[src/rtl/serial_in_rx.sv]
// 8N1 UART receiver: 2-flop synchronizer, mid-bit sampling, rxready status.
// Define SERIAL_IN_OVERRUN_EN to add the sticky overrun output.
module serial_in_rx #(
  parameter int CLKS_PER_BIT = 868
) (
  input  logic       m_clock,
  input  logic       p_reset,
  input  logic       rxd,
  input  logic       port_read,
  output logic [7:0] data,
  output logic       rxready,
`ifdef SERIAL_IN_OVERRUN_EN
  output logic       overrun,
`endif
  output logic       done
);

  localparam int CW = $clog2(CLKS_PER_BIT);
  localparam logic [CW-1:0] HALF = CW'(CLKS_PER_BIT / 2 - 1);
  localparam logic [CW-1:0] FULL = CW'(CLKS_PER_BIT - 1);

  typedef enum logic [2:0] {
    S_IDLE,
    S_START,
    S_DATA,
    S_STOP,
    S_WAIT_HIGH
  } state_t;

  logic          r_sync;
  logic          r_rxs;
  state_t        r_state;
  logic [CW-1:0] r_cnt;
  logic [2:0]    r_bit;
  logic [7:0]    r_shift;
  logic [7:0]    r_data;
  logic          r_rxready;
  logic          r_done;

  state_t        w_state_nx;
  logic [CW-1:0] w_cnt_nx;
  logic [2:0]    w_bit_nx;
  logic [7:0]    w_shift_nx;
  logic          w_accept;
  logic          w_expired;
  logic          w_rxready_nx;

  assign w_expired = (r_cnt == '0);

  always_ff @(posedge m_clock or negedge p_reset) begin
    if (!p_reset) begin
      r_sync <= 1'b1;
      r_rxs  <= 1'b1;
    end else begin
      r_sync <= rxd;
      r_rxs  <= r_sync;
    end
  end

  always_comb begin
    w_state_nx = r_state;
    w_cnt_nx   = r_cnt;
    w_bit_nx   = r_bit;
    w_shift_nx = r_shift;
    w_accept   = 1'b0;
    unique case (r_state)
      S_IDLE: begin
        if (!r_rxs) begin
          w_cnt_nx   = HALF;
          w_state_nx = S_START;
        end
      end
      S_START: begin
        if (!w_expired) begin
          w_cnt_nx = r_cnt - 1'b1;
        end else if (r_rxs) begin
          w_state_nx = S_IDLE;
        end else begin
          w_cnt_nx   = FULL;
          w_bit_nx   = 3'd0;
          w_state_nx = S_DATA;
        end
      end
      S_DATA: begin
        if (!w_expired) begin
          w_cnt_nx = r_cnt - 1'b1;
        end else begin
          w_shift_nx = {r_rxs, r_shift[7:1]};
          w_cnt_nx   = FULL;
          w_bit_nx   = r_bit + 1'b1;
          if (r_bit == 3'd7) w_state_nx = S_STOP;
        end
      end
      S_STOP: begin
        if (!w_expired) begin
          w_cnt_nx = r_cnt - 1'b1;
        end else if (r_rxs) begin
          w_accept   = 1'b1;
          w_state_nx = S_IDLE;
        end else begin
          w_state_nx = S_WAIT_HIGH;
        end
      end
      S_WAIT_HIGH: begin
        if (r_rxs) w_state_nx = S_IDLE;
      end
      default: w_state_nx = S_IDLE;
    endcase
  end

  // A read landing in the done cycle collides with the accept; accept wins.
  always_comb begin
    w_rxready_nx = r_rxready;
    if (w_accept) begin
      w_rxready_nx = 1'b1;
    end else if (port_read && !r_done) begin
      w_rxready_nx = 1'b0;
    end
  end

  always_ff @(posedge m_clock or negedge p_reset) begin
    if (!p_reset) begin
      r_state   <= S_IDLE;
      r_cnt     <= '0;
      r_bit     <= 3'd0;
      r_shift   <= 8'h00;
      r_data    <= 8'h00;
      r_rxready <= 1'b0;
      r_done    <= 1'b0;
    end else begin
      r_state   <= w_state_nx;
      r_cnt     <= w_cnt_nx;
      r_bit     <= w_bit_nx;
      r_shift   <= w_shift_nx;
      r_rxready <= w_rxready_nx;
      r_done    <= w_accept;
      if (w_accept) r_data <= r_shift;
    end
  end

`ifdef SERIAL_IN_OVERRUN_EN
  logic r_ovr_pend;
  logic r_overrun;

  // Decided in the done cycle so a colliding read suppresses the set.
  always_ff @(posedge m_clock or negedge p_reset) begin
    if (!p_reset) begin
      r_ovr_pend <= 1'b0;
      r_overrun  <= 1'b0;
    end else begin
      r_ovr_pend <= w_accept && r_rxready && !port_read;
      if (r_done && r_ovr_pend && !port_read) begin
        r_overrun <= 1'b1;
      end else if (port_read) begin
        r_overrun <= 1'b0;
      end
    end
  end

  assign overrun = r_overrun;
`endif

  assign data    = r_data;
  assign rxready = r_rxready;
  assign done    = r_done;

endmodule

[config.mk]
export PLATFORM = sky130hd
export DESIGN_NAME = serial_in_rx
export DESIGN_NICKNAME = d
export VERILOG_FILES = /design/src/rtl/serial_in_rx.sv
export SDC_FILE = /design/constraint.sdc
export NUM_CORES = 1
export LEC_CHECK = 0
export BUFFER_PORTS_ARGS = -buffer_cell sky130_fd_sc_hd__buf_2
export CORE_ASPECT_RATIO = 0.8
export CORE_UTILIZATION = 60
export CTS_BUF_LIST = sky130_fd_sc_hd__clkbuf_2
export CTS_CLUSTER_SIZE = 24
export DETAILED_ROUTE_END_ITERATION = 7
export PLACE_DENSITY_LB_ADDON = 0.1
export SETUP_SLACK_MARGIN = 0.15
export SLEW_MARGIN = 0
export SYNTH_ARGS = -nofsm -noshare
export SYNTH_HDL_FRONTEND = slang
export SYNTH_SLANG_ARGS = --single-unit
[constraint.sdc]
create_clock -name m_clock -period 4.4 [get_ports m_clock]
set_input_delay 0.88 -clock m_clock [delete_from_list [all_inputs] [get_ports m_clock]]
set_output_delay 0.88 -clock m_clock [all_outputs]
set_load 0.02 [all_outputs]
==> results of run 1 <==
[through the flow]
step                setup slack [ns]  std cells  util (%)  hold slack [ns]
finish                          1.73        214      68.2            0.376
floorplan                       2.18        164         -            0.345
global route                    1.59        214      68.2            0.397
CTS                             1.78        214      68.2            0.387
global placement                1.92        206      66.8            0.348
detailed placement              1.82        206      66.8            0.354
[cells by family after synthesis]
logic type,count (synthesis),share of synthesized area (%)
AO/OA/AOI/OAI,49,19.5
AND/OR/NAND/NOR,37,12.0
flip-flops,36,49.5
buffers and inverters,19,4.79
multiplexers,18,11.0
adder cells (fa/ha/maj),4,2.74
XOR/XNOR,1,0.480
[registers in the layout, indices dropped and copies added, names as in the netlist]
| register | count |
|---|---|
| r_state | 3 |
| r_cnt | 10 |
| rxready | 1 |
| done | 1 |
| r_bit | 3 |
| r_shift | 8 |
| r_sync | 1 |
| r_rxs | 1 |
| data | 8 |
[worst register-to-register path, delay by kind of cell (launching register included)]
| family | cells | cell delay (ns) |
|---|---|---|
| flops | 1 | 0.49 |
| simple gates | 3 | 1.91 |
| mux | 1 | 0.21 |
[layer usage]
layer	up-vias	GRT usage [%]	part of all wire, %
met5	-	0	0
met4	0	4.55	0.22
met3	2	6.03	5.4
met2	45	38.5	46
met1	656	36.3	49
li1	652	-	-
[power by group through the flow]
stage                     clock (W)  combinational (W)  sequential, W
after CTS                  0.000148         0.00000937       0.000334
after detailed placement          0         0.00000936       0.000340
after global routing       0.000162          0.0000107       0.000334
after global placement            0         0.00000915       0.000340
final                      0.000143         0.00000870       0.000334
after floorplan                   0         0.00000132       0.000339
[synthesized netlist by cell type, types with 3 or more instances]
cell type                   count
sky130_fd_sc_hd__o21ai_0       10
sky130_fd_sc_hd__mux2_2        17
sky130_fd_sc_hd__nor3_1         4
sky130_fd_sc_hd__nor2_1        10
sky130_fd_sc_hd__nand4_1        3
sky130_fd_sc_hd__dfrtp_1       34
sky130_fd_sc_hd__clkbuf_1       6
sky130_fd_sc_hd__a22o_1         3
sky130_fd_sc_hd__a2111oi_0      3
sky130_fd_sc_hd__inv_1         10
sky130_fd_sc_hd__a211oi_1       3
sky130_fd_sc_hd__a311oi_1       3
sky130_fd_sc_hd__ha_1           4
sky130_fd_sc_hd__a21oi_1        9
[how the worst max path moves through the flow]
stage          endpoint  slack [ns]  depth (start not counted)
3_5_place_dp    data[1]        1.82                          4
3_3_place_gp    data[6]        1.92                          4
5_1_grt        r_cnt[1]        1.59                          4
6_report       r_cnt[1]        1.73                          4
2_1_floorplan   data[0]        2.18                          7
4_1_cts         data[4]        1.78                          4
[final cells by class]
type                       instances  area, um2  share of cell area [%]
clock inverter                     1       5.00                   0.259
tap                               38       47.5                    2.46
inverter                          10       37.5                    1.95
multi-input combinational        109        836                    43.3
clock buffer                       7       35.0                    1.82
timing repair buffer              13       65.1                    3.37
sequential                        36        903                    46.8
==> run summary, run 1 <==
status: finished, final reports clean
CTS H-Tree Depth: 2
Critical Path RT: 4.69 ns
PostCTS Resize Cnt: 0
total congestion overflow after global routing: 0
ordered cell list for the critical path: nor4_1 -> nand4_1 -> nand2_1 -> mux2i_1
maximum number of pins on one net before global-route repair: 37
dominant synthesized flop cell: sky130_fd_sc_hd__dfrtp_1
number of antenna-violating nets in the routed design: 0
flip-flop and latch count after synthesis: 36
kind of start point of the critical path: register
cell with the biggest individual delay on the critical path: sky130_fd_sc_hd__nor4_1
net count after synthesis: 172
aggregate negative setup slack: 0 ns
Die Area: 0.00327 mm2
critical path class: reg2reg
dominant cell type by area after synthesis: sky130_fd_sc_hd__dfrtp_1
ratio of cells with drive above 1 in the final layout: 26.7%
flop-to-flop setup slack: 1.73 ns
sum of internal, switching and leakage power: 0.000486 W
Max Clock Skew: 0.0148 ns
wire length of the first global-routing pass: 6040 um
Ys Warns: 0
clock latency at the later pin of the worst-skew pair: 0.35 ns
depth of the most critical reg-to-reg path: 4
estimated wirelength of the detail-placed design: 2560 um
launch instance of the worst min-delay path: r_sync
Synth Instances: 164
I/O pin count: 14
proportion of register bits with asynchronous set or reset after synthesis: 100%
Post-route DRC: 0
Clock Path Buffers: 2
Setup-failing EPs final: 0
Clock Sinks: 36
hold-critical path endpoint: r_rxs
proportion of power drawn by the clock network: 29.5%
drt initial violations: 72
worst-case headroom to the max-slew limit: 27.1%
placement-stage cell area: 0.00189 mm2
Area contributors post-synth: sky130_fd_sc_hd__dfrtp_1 (47%), sky130_fd_sc_hd__mux2_2 (10%), sky130_fd_sc_hd__dfstp_2 (2.9%)
max incr delay on CP: 0.95 ns
number of setup buffers added after CTS: 0
critical path fanouts, max: 9
fraction of post-synthesis cell area in the top cell type by area: 46.6%
area added between synthesis and finish: 5.62%
Total Wirelength: 3580 um
clock buffer count from CTS: 5
Nets: 183
Unique masters post-synth: 48
Post-synth EDFFs: 0
unrepaired setup endpoints after global routing: false
FP Rows: 17
global-route total usage across every layer: 25.0%
Tmin final: 2.67 ns
root buf cell: sky130_fd_sc_hd__clkbuf_2
crit path capture type: register
Comb pwr share: 1.8%
switching share of total power: 22.2%
power per cell area: 252 mW/mm2
count of filler cells inserted in the layout: 236
Mean Syn Cell Area: 11.1 um2
Leak: 0.926 nW
timing-limited maximum frequency: 374 MHz
area of the core: 0.00283 mm2
critical register-to-register path startpoint: r_cnt[5]
post-route design area: 0.00193 mm2
die span in x: 63.7 um
Min-Delay Path Depth: 0
worst supply voltage drop on vdd: 0.194 mV
number of global-route vias before repair: 1243
pin slew with the least headroom to its limit: 1.08 ns
clock input transition at the sequential cells of the worst setup and hold paths: 0.16 ns
final weighted congestion in routability-driven placement: 0.930
Routed wire per std cell: 16.7 um
1st-pass router iterations: 6
share of the clock period used by the worst path: 60.7%
CP bufs+invs: 0
first element of the critical path: r_cnt[5]
most common cell after layout, fill and taps aside: sky130_fd_sc_hd__dfrtp_1
via count of the routed design: 1355
worst hold path class: reg2reg
number of diodes added for antenna fixing: 0
internal power component: 0.000378 W
input/output buffers: 13
Worst EP arrival: 2.96 ns
number of buffers inserted for hold repair after clock tree synthesis: 0
endpoint of the lowest-slack register-to-register path: r_cnt[1]
category of cells accounting for the largest share of critical-path delay: simple AND/OR/NAND/NOR gates
sequential-to-total area share from yosys stat: 49.5%
max-slew violation count: 0
post-synthesis instance area: 0.00183 mm2
initial antenna violation count: 0
commonest non-fill, non-tap cells in the layout: sky130_fd_sc_hd__dfrtp_1 (34), sky130_fd_sc_hd__mux2_2 (17), sky130_fd_sc_hd__buf_2 (13)
total count of hold-check failures in the final report: 0
Switching Power: 0.000108 W
sequential fraction of design power: 68.7%
clock tree from TritonCTS: yes
via density per instance: 6.33
maxcap violations: 0
Die Y: 51.4 um
initial cell density of the core: 64.6%
(Power assumes the default switching activity.)
==> run 2: changes to the inputs <==
--- a/config.mk
+++ b/config.mk
@@ -7,7 +7,7 @@
 export LEC_CHECK = 0
 export BUFFER_PORTS_ARGS = -buffer_cell sky130_fd_sc_hd__buf_2
 export CORE_ASPECT_RATIO = 0.8
-export CORE_UTILIZATION = 60
+export CORE_UTILIZATION = 55
 export CTS_BUF_LIST = sky130_fd_sc_hd__clkbuf_2
 export CTS_CLUSTER_SIZE = 24
 export DETAILED_ROUTE_END_ITERATION = 7
==> constraint.sdc (replaced) <==
create_clock -name m_clock -period 2.3 [get_ports m_clock]
set_input_delay 0.46 -clock m_clock [delete_from_list [all_inputs] [get_ports m_clock]]
set_output_delay 0.46 -clock m_clock [all_outputs]
set_load 0.02 [all_outputs]
==> run 2 against run 1 <==
Clock skew rose by 0.0019 ns. Global-route usage shrank 0.79 points. Total power grew 120%. Critical path depth increased by 3. Final area increased by 9.0%. First-iteration DRC count up 26%. Combinational power rose by 94%. Routed wire length increased by 7.4%. Die area increased by 8.8%. Hold slack got worse by 0.25 ns. Clock power rose to 2.8 times the previous value. Critical path type unchanged. Highest routed layer unchanged.
==> run summary, run 2 (synthesis gave the netlist of run 1 again) <==
area taken by flip-flops and latches: 903 um2 (unchanged)
footprint of the multi-input gates: 885 um2 (was 836 um2)
Clock Sinks: 36 (unchanged)
clock latency at the later pin of the worst-skew pair: 0.38 ns (was 0.35 ns)
first element of the critical path: r_cnt[1] (was r_cnt[5])
initial cell density of the core: 58.4% (was 64.6%)
drt initial violations: 91 (was 72)
crit path capture type: register (unchanged)
number of global-route vias before repair: 1363 (was 1243)
status: finished, final reports clean (unchanged)
power per cell area: 499 mW/mm2 (was 252 mW/mm2)
number of diodes added for antenna fixing: 0 (unchanged)
Worst EP arrival: 2.38 ns (was 2.96 ns)
Setup-failing EPs final: 0 (unchanged)
Max Clock Skew: 0.0168 ns (was 0.0148 ns)
Routed wire per std cell: 16.8 um (was 16.7 um)
die span in x: 66.4 um (was 63.7 um)
commonest non-fill, non-tap cells in the layout: sky130_fd_sc_hd__dfrtp_1 (34), sky130_fd_sc_hd__mux2_2 (17), sky130_fd_sc_hd__buf_2 (13), sky130_fd_sc_hd__buf_4 (13) (was sky130_fd_sc_hd__dfrtp_1 (34), sky130_fd_sc_hd__mux2_2 (17), sky130_fd_sc_hd__buf_2 (13))
worst supply voltage drop on vdd: 0.362 mV (was 0.194 mV)
maxcap violations: 0 (unchanged)
count of filler cells inserted in the layout: 261 (was 236)
worst-case headroom to the max-slew limit: 47.4% (was 27.1%)
share of the clock period used by the worst path: 91.1% (was 60.7%)
pin slew with the least headroom to its limit: 0.789 ns (was 1.08 ns)
via density per instance: 6.39 (was 6.33)
critical path fanouts, max: 4 (was 9)
input/output buffers: 13 (unchanged)
Leak: 1.00 nW (was 0.926 nW)
Die Y: 53.5 um (was 51.4 um)
aggregate negative setup slack: 0 ns (unchanged)
largest register by flop count: r_cnt (unchanged)
Tmin final: 2.10 ns (was 2.67 ns)
area of the core: 0.00313 mm2 (was 0.00283 mm2)
clock buffer count from CTS: 5 (unchanged)
CTS H-Tree Depth: 2 (unchanged)
number of antenna-violating nets in the routed design: 0 (unchanged)
initial antenna violation count: 0 (unchanged)
max-slew violation count: 0 (unchanged)
1st-pass router iterations: 4 (was 6)
Critical Path RT: 2.59 ns (was 4.69 ns)
clock tree from TritonCTS: yes (unchanged)
number of buffers inserted for hold repair after clock tree synthesis: 0 (unchanged)
flip-flop count of the largest register after layout: 10 (unchanged)
FP Rows: 18 (was 17)
Total Wirelength: 3850 um (was 3580 um)
estimated wirelength of the detail-placed design: 2570 um (was 2560 um)
placement-stage worst setup slack: 0.142 ns (was 1.82 ns)
kind of start point of the critical path: register (unchanged)
Post-route DRC: 0 (unchanged)
I/O pin count: 14 (unchanged)
wire length of the first global-routing pass: 6290 um (was 6040 um)
area added between synthesis and finish: 15.1% (was 5.62%)
clock input transition at the sequential cells of the worst setup and hold paths: 0.19 ns (was 0.16 ns)
critical path class: reg2reg (unchanged)
most common cell after layout, fill and taps aside: sky130_fd_sc_hd__dfrtp_1 (unchanged)
total congestion overflow after global routing: 0 (unchanged)
post-layout worst setup margin: 0.204 ns (was 1.73 ns)
ratio of cells with drive above 1 in the final layout: 34.9% (was 26.7%)
Clock Path Buffers: 2 (unchanged)
critical register-to-register path startpoint: r_cnt[1] (was r_cnt[5])
Nets: 196 (was 183)
timing-limited maximum frequency: 477 MHz (was 374 MHz)
via count of the routed design: 1463 (was 1355)
worst hold path class: in2async (was reg2reg)
total count of hold-check failures in the final report: 0 (unchanged)
global-route total usage across every layer: 24.2% (was 25.0%)
final weighted congestion in routability-driven placement: 0.868 (was 0.930)
Die Area: 0.00356 mm2 (was 0.00327 mm2)
unrepaired setup endpoints after global routing: false (unchanged)
root buf cell: sky130_fd_sc_hd__clkbuf_2 (unchanged)
maximum number of pins on one net before global-route repair: 37 (unchanged)
run 2: metrics by stage:
stage	area [um2]	hold WS (ns)	util, %	power (W)	instances
after floorplan	1840	0.164	-	0.000652	164
after global placement	1980	0.346	63.2	0.000667	219
after detailed placement	1980	0.349	63.2	0.000668	219
after CTS	2050	0.137	65.6	0.00106	227
after global routing	2100	0.141	67.2	0.00109	229
final	2100	0.126	67.2	0.00105	229
run 2: path summary, 6_finish.rpt:
path                              endpoint  depth (start not counted)  slack [ns]
worst min-delay path               data[4]                          1        0.13
worst min register to register       r_rxs                          0        0.37
max in group asynchronous       r_state[0]                          1        1.67
worst max-delay path              r_cnt[6]                          7        0.20
min in group m_clock                r_sync                          1        0.16
worst max register to register    r_cnt[6]                          7        0.20
run 2: worst max-delay path, cell delays in order, from the launching register on:
cell and delay (ns):
sky130_fd_sc_hd__dfrtp_1 0.42, sky130_fd_sc_hd__inv_1 0.10, sky130_fd_sc_hd__ha_1 0.21, sky130_fd_sc_hd__or4b_2 0.66
sky130_fd_sc_hd__buf_4 0.18, sky130_fd_sc_hd__nor3b_1 0.21, sky130_fd_sc_hd__o211a_1 0.17, sky130_fd_sc_hd__nor3_1 0.05
run 2: repair_timing:
item,CTS,global route
pin swaps,0,2
setup buffers,0,2
gates resized for setup,1,7
setup endpoints to repair,1,21
run 2: cell type report:
class | instances | area share, %
well taps | 40 | 2.38
clock inverters | 2 | 1.67
clock buffers | 6 | 1.43
inverters | 10 | 1.78
repair buffers | 26 | 7.73
multi-input cells | 109 | 42.1
flip-flops and latches | 36 | 43.0
run 2: power by group:
| part | leakage [nW] | internal (W) | switching [W] |
|---|---|---|---|
| logic | 0.482 | 0.00000315 | 0.0000138 |
| registers | 0.476 | 0.000637 | 0.00000160 |
| clock network | 0.0430 | 0.000187 | 0.000208 |
| total | 1.00 | 0.000827 | 0.000223 |
run 2: metal layers:
layer  track usage (%)  share of wire, %
met1              33.3                45
met5                 0                 0
met3              5.72               5.1
met2              36.9                49
met4              9.93              0.73
==> run 3: changes to the inputs <==
--- a/config.mk
+++ b/config.mk
@@ -11,6 +11,7 @@
 export CTS_BUF_LIST = sky130_fd_sc_hd__clkbuf_2
 export CTS_CLUSTER_SIZE = 24
 export DETAILED_ROUTE_END_ITERATION = 7
+export GPL_TIMING_DRIVEN = 0
 export PLACE_DENSITY_LB_ADDON = 0.1
 export SETUP_SLACK_MARGIN = 0.15
 export SLEW_MARGIN = 0
==> run 3 against run 2 <==
Critical path depth down 1. Sequential power about the same. Register-to-register slack worse by 0.03 ns. Routed wire length up 7.6%. Combinational power about the same. Sequential share of layout area down 2.2 points. Final area up 5.9%. Clock power up 2%. Global-route usage up 1.1 points. Utilization up 4.0 points. Clock skew about the same. Count of clock-buffer cells in the layout unchanged.
==> run summary, run 3 (synthesis gave the netlist of run 1 again) <==
status: finished, final reports clean (unchanged)
maxcap violations: 0 (unchanged)
unrepaired setup endpoints after global routing: true (was false)
Critical Path RT: 2.60 ns (was 2.59 ns)
pin slew with the least headroom to its limit: 0.761 ns (was 0.789 ns)
input/output buffers: 13 (unchanged)
total count of hold-check failures in the final report: 0 (unchanged)
final weighted congestion in routability-driven placement: 0.857 (was 0.868)
clock tree from TritonCTS: yes (unchanged)
crit path capture type: register (unchanged)
Leak: 1.04 nW (was 1.00 nW)
area of the core: 0.00313 mm2 (unchanged)
root buf cell: sky130_fd_sc_hd__clkbuf_2 (unchanged)
CTS H-Tree Depth: 2 (unchanged)
Post-route DRC: 0 (unchanged)
critical path fanouts, max: 7 (was 4)
critical register-to-register path startpoint: r_cnt[6] (was r_cnt[1])
met3 Track Usage GR: 5.72% (unchanged)
proportion of power drawn by the clock network: 38.0% (was 37.6%)
layer carrying the most global-route usage: met2 (unchanged)
die span in x: 66.4 um (unchanged)
met2 Track Usage GR: 41.5% (was 36.9%)
Setup-failing EPs final: 0 (unchanged)
met1 track demand over resource: 31.4% (was 33.3%)
CP bufs+invs: 2 (unchanged)
category of cells accounting for the largest share of critical-path delay: simple AND/OR/NAND/NOR gates (unchanged)
worst hold path class: in2async (unchanged)
worst-case headroom to the max-slew limit: 49.2% (was 47.4%)
depth of the most critical reg-to-reg path: 6 (was 7)
Total Wirelength: 4140 um (was 3850 um)
share of the clock period used by the worst path: 92.6% (was 91.1%)
sequential fraction of design power: 60.4% (was 60.8%)
clock input transition at the sequential cells of the worst setup and hold paths: 0.19 ns (about the same)
maximum number of pins on one net before global-route repair: 37 (unchanged)
Fin Hold WS: 0.0897 ns (was 0.126 ns)
max incr delay on CP: 0.51 ns (was 0.66 ns)
most common cell after layout, fill and taps aside: sky130_fd_sc_hd__dfrtp_1 (unchanged)
Comb pwr share: 1.6% (about the same)
endpoint of the worst setup timing path: data[3] (was r_cnt[6])
Clock Sinks: 36 (unchanged)
commonest non-fill, non-tap cells in the layout: sky130_fd_sc_hd__dfrtp_1 (30), sky130_fd_sc_hd__buf_2 (14), sky130_fd_sc_hd__buf_4 (12) (was sky130_fd_sc_hd__dfrtp_1 (34), sky130_fd_sc_hd__mux2_2 (17), sky130_fd_sc_hd__buf_2 (13), sky130_fd_sc_hd__buf_4 (13))
critical path class: reg2reg (unchanged)
flop-to-flop setup slack: 0.17 ns (was 0.20 ns)
ordered cell list for the critical path: or4_4 -> buf_8 -> nor3_4 -> and3_4 -> buf_6 -> mux2_4 (was inv_1 -> ha_1 -> or4b_2 -> buf_4 -> nor3b_1 -> o211a_1 -> nor3_1)
FP Rows: 18 (unchanged)
drt initial violations: 87 (was 91)
global-route total usage across every layer: 25.3% (was 24.2%)
worst supply voltage drop on vdd: 0.265 mV (was 0.362 mV)
Worst EP arrival: 2.43 ns (was 2.38 ns)
power per cell area: 474 mW/mm2 (was 499 mW/mm2)
Clock Path Buffers: 2 (unchanged)
endpoint of the lowest-slack register-to-register path: data[3] (was r_cnt[6])
Die Area: 0.00356 mm2 (unchanged)
switching share of total power: 21.8% (was 21.2%)
largest register by flop count: r_cnt (unchanged)
Nets: 205 (was 196)
timing-limited maximum frequency: 470 MHz (was 477 MHz)
via count of the routed design: 1498 (was 1463)
number of global-route vias before repair: 1405 (was 1363)
max-slew violation count: 0 (unchanged)
I/O pin count: 14 (unchanged)
kind of start point of the critical path: register (unchanged)
initial antenna violation count: 0 (unchanged)
cell with the biggest individual delay on the critical path: sky130_fd_sc_hd__dfrtp_2 (was sky130_fd_sc_hd__or4b_2)
1st-pass router iterations: 4 (unchanged)
number of buffers inserted for hold repair after clock tree synthesis: 0 (unchanged)
total congestion overflow after global routing: 0 (unchanged)
clock latency at the later pin of the worst-skew pair: 0.41 ns (was 0.38 ns)
estimated wirelength of the detail-placed design: 2450 um (was 2570 um)
number of cells on the critical path: 6 (was 7)
flip-flop count of the largest register after layout: 10 (unchanged)
Routed wire per std cell: 17.4 um (was 16.8 um)
ratio of cells with drive above 1 in the final layout: 36.9% (was 34.9%)
via density per instance: 6.29 (was 6.39)
first element of the critical path: r_cnt[6] (was r_cnt[1])
share of the core filled with cells in the final layout: 71.2% (was 67.2%)
Tmin final: 2.13 ns (was 2.10 ns)
initial cell density of the core: 58.4% (unchanged)
area added between synthesis and finish: 22.0% (was 15.1%)
wire length of the first global-routing pass: 6390 um (was 6290 um)
Max Clock Skew: 0.0173 ns (was 0.0168 ns)
Switching Power: 0.000230 W (was 0.000223 W)
Die Y: 53.5 um (unchanged)
number of antenna-violating nets in the routed design: 0 (unchanged)
number of diodes added for antenna fixing: 0 (unchanged)
clock buffer count from CTS: 5 (unchanged)
internal power component: 0.000827 W (about the same)
## run 3: worst register-to-register path, delay by kind of cell, from the launching register on
family,cells,cell delay (ns)
buffers and inverters,2,0.29
flip-flops,1,0.51
multiplexers,1,0.32
AND/OR/NAND/NOR,3,0.91
## run 3: what timing repair did
item | CTS | global route
endpoints found under the setup margin | 29 | 24
gates resized for setup | 17 | 12
setup buffers | 8 | 4
gates cloned | 1 | 0
pin swaps | 3 | 5
## run 3: worst min path at each step
| stage | startpoint | endpoint | slack, ns |
|---|---|---|---|
| 2_1_floorplan | p_reset | data[0] | 0.16 |
| 3_3_place_gp | r_sync | r_rxs | 0.35 |
| 3_5_place_dp | r_sync | r_rxs | 0.35 |
| 4_1_cts | p_reset | r_cnt[3] | 0.13 |
| 5_1_grt | rxd | r_sync | 0.11 |
| 6_report | p_reset | r_cnt[3] | 0.09 |
## run 3: layout make-up
type / instances / area [um2]
flip-flops and latches: 36 / 908
repair buffers: 26 / 166
fillers: 220 / 902
well taps: 40 / 50.0
clock buffers: 6 / 30.0
inverters: 10 / 37.5
clock inverters: 2 / 35.0
plain buffers: 9 / 61.3
multi-input cells: 109 / 940
## run 3: per-layer routing
layer | wire length [um] | up-vias | share of wire (%)
met1 | 1800 | 730 | 43
met5 | 0 | - | 0
met4 | 112 | 0 | 2.7
met2 | 1930 | 67 | 47
met3 | 297 | 12 | 7.2
li1 | - | 689 | -
## run 3: power by group through the flow
stage / clock network (W) / logic (W) / registers [W]
after floorplan: 0 / 0.00000253 / 0.000649
after global routing: 0.000425 / 0.0000205 / 0.000639
after detailed placement: 0 / 0.0000176 / 0.000650
after global placement: 0 / 0.0000170 / 0.000650
final: 0.000401 / 0.0000172 / 0.000639
after CTS: 0.000401 / 0.0000178 / 0.000639
## run 3: metrics by stage
| stage | power (W) | instances | instance area, um2 | setup TNS, ns | worst slack [ns] |
|---|---|---|---|---|---|
| after global routing | 0.00108 | 238 | 2230 | 0 | 0.0819 |
| after detailed placement | 0.000667 | 217 | 1950 | -0.375 | -0.0504 |
| after floorplan | 0.000652 | 164 | 1840 | 0 | 0.131 |
| final | 0.00106 | 238 | 2230 | 0 | 0.170 |
| after CTS | 0.00106 | 234 | 2170 | 0 | 0.0935 |
| after global placement | 0.000667 | 217 | 1950 | -0.220 | -0.0285 |
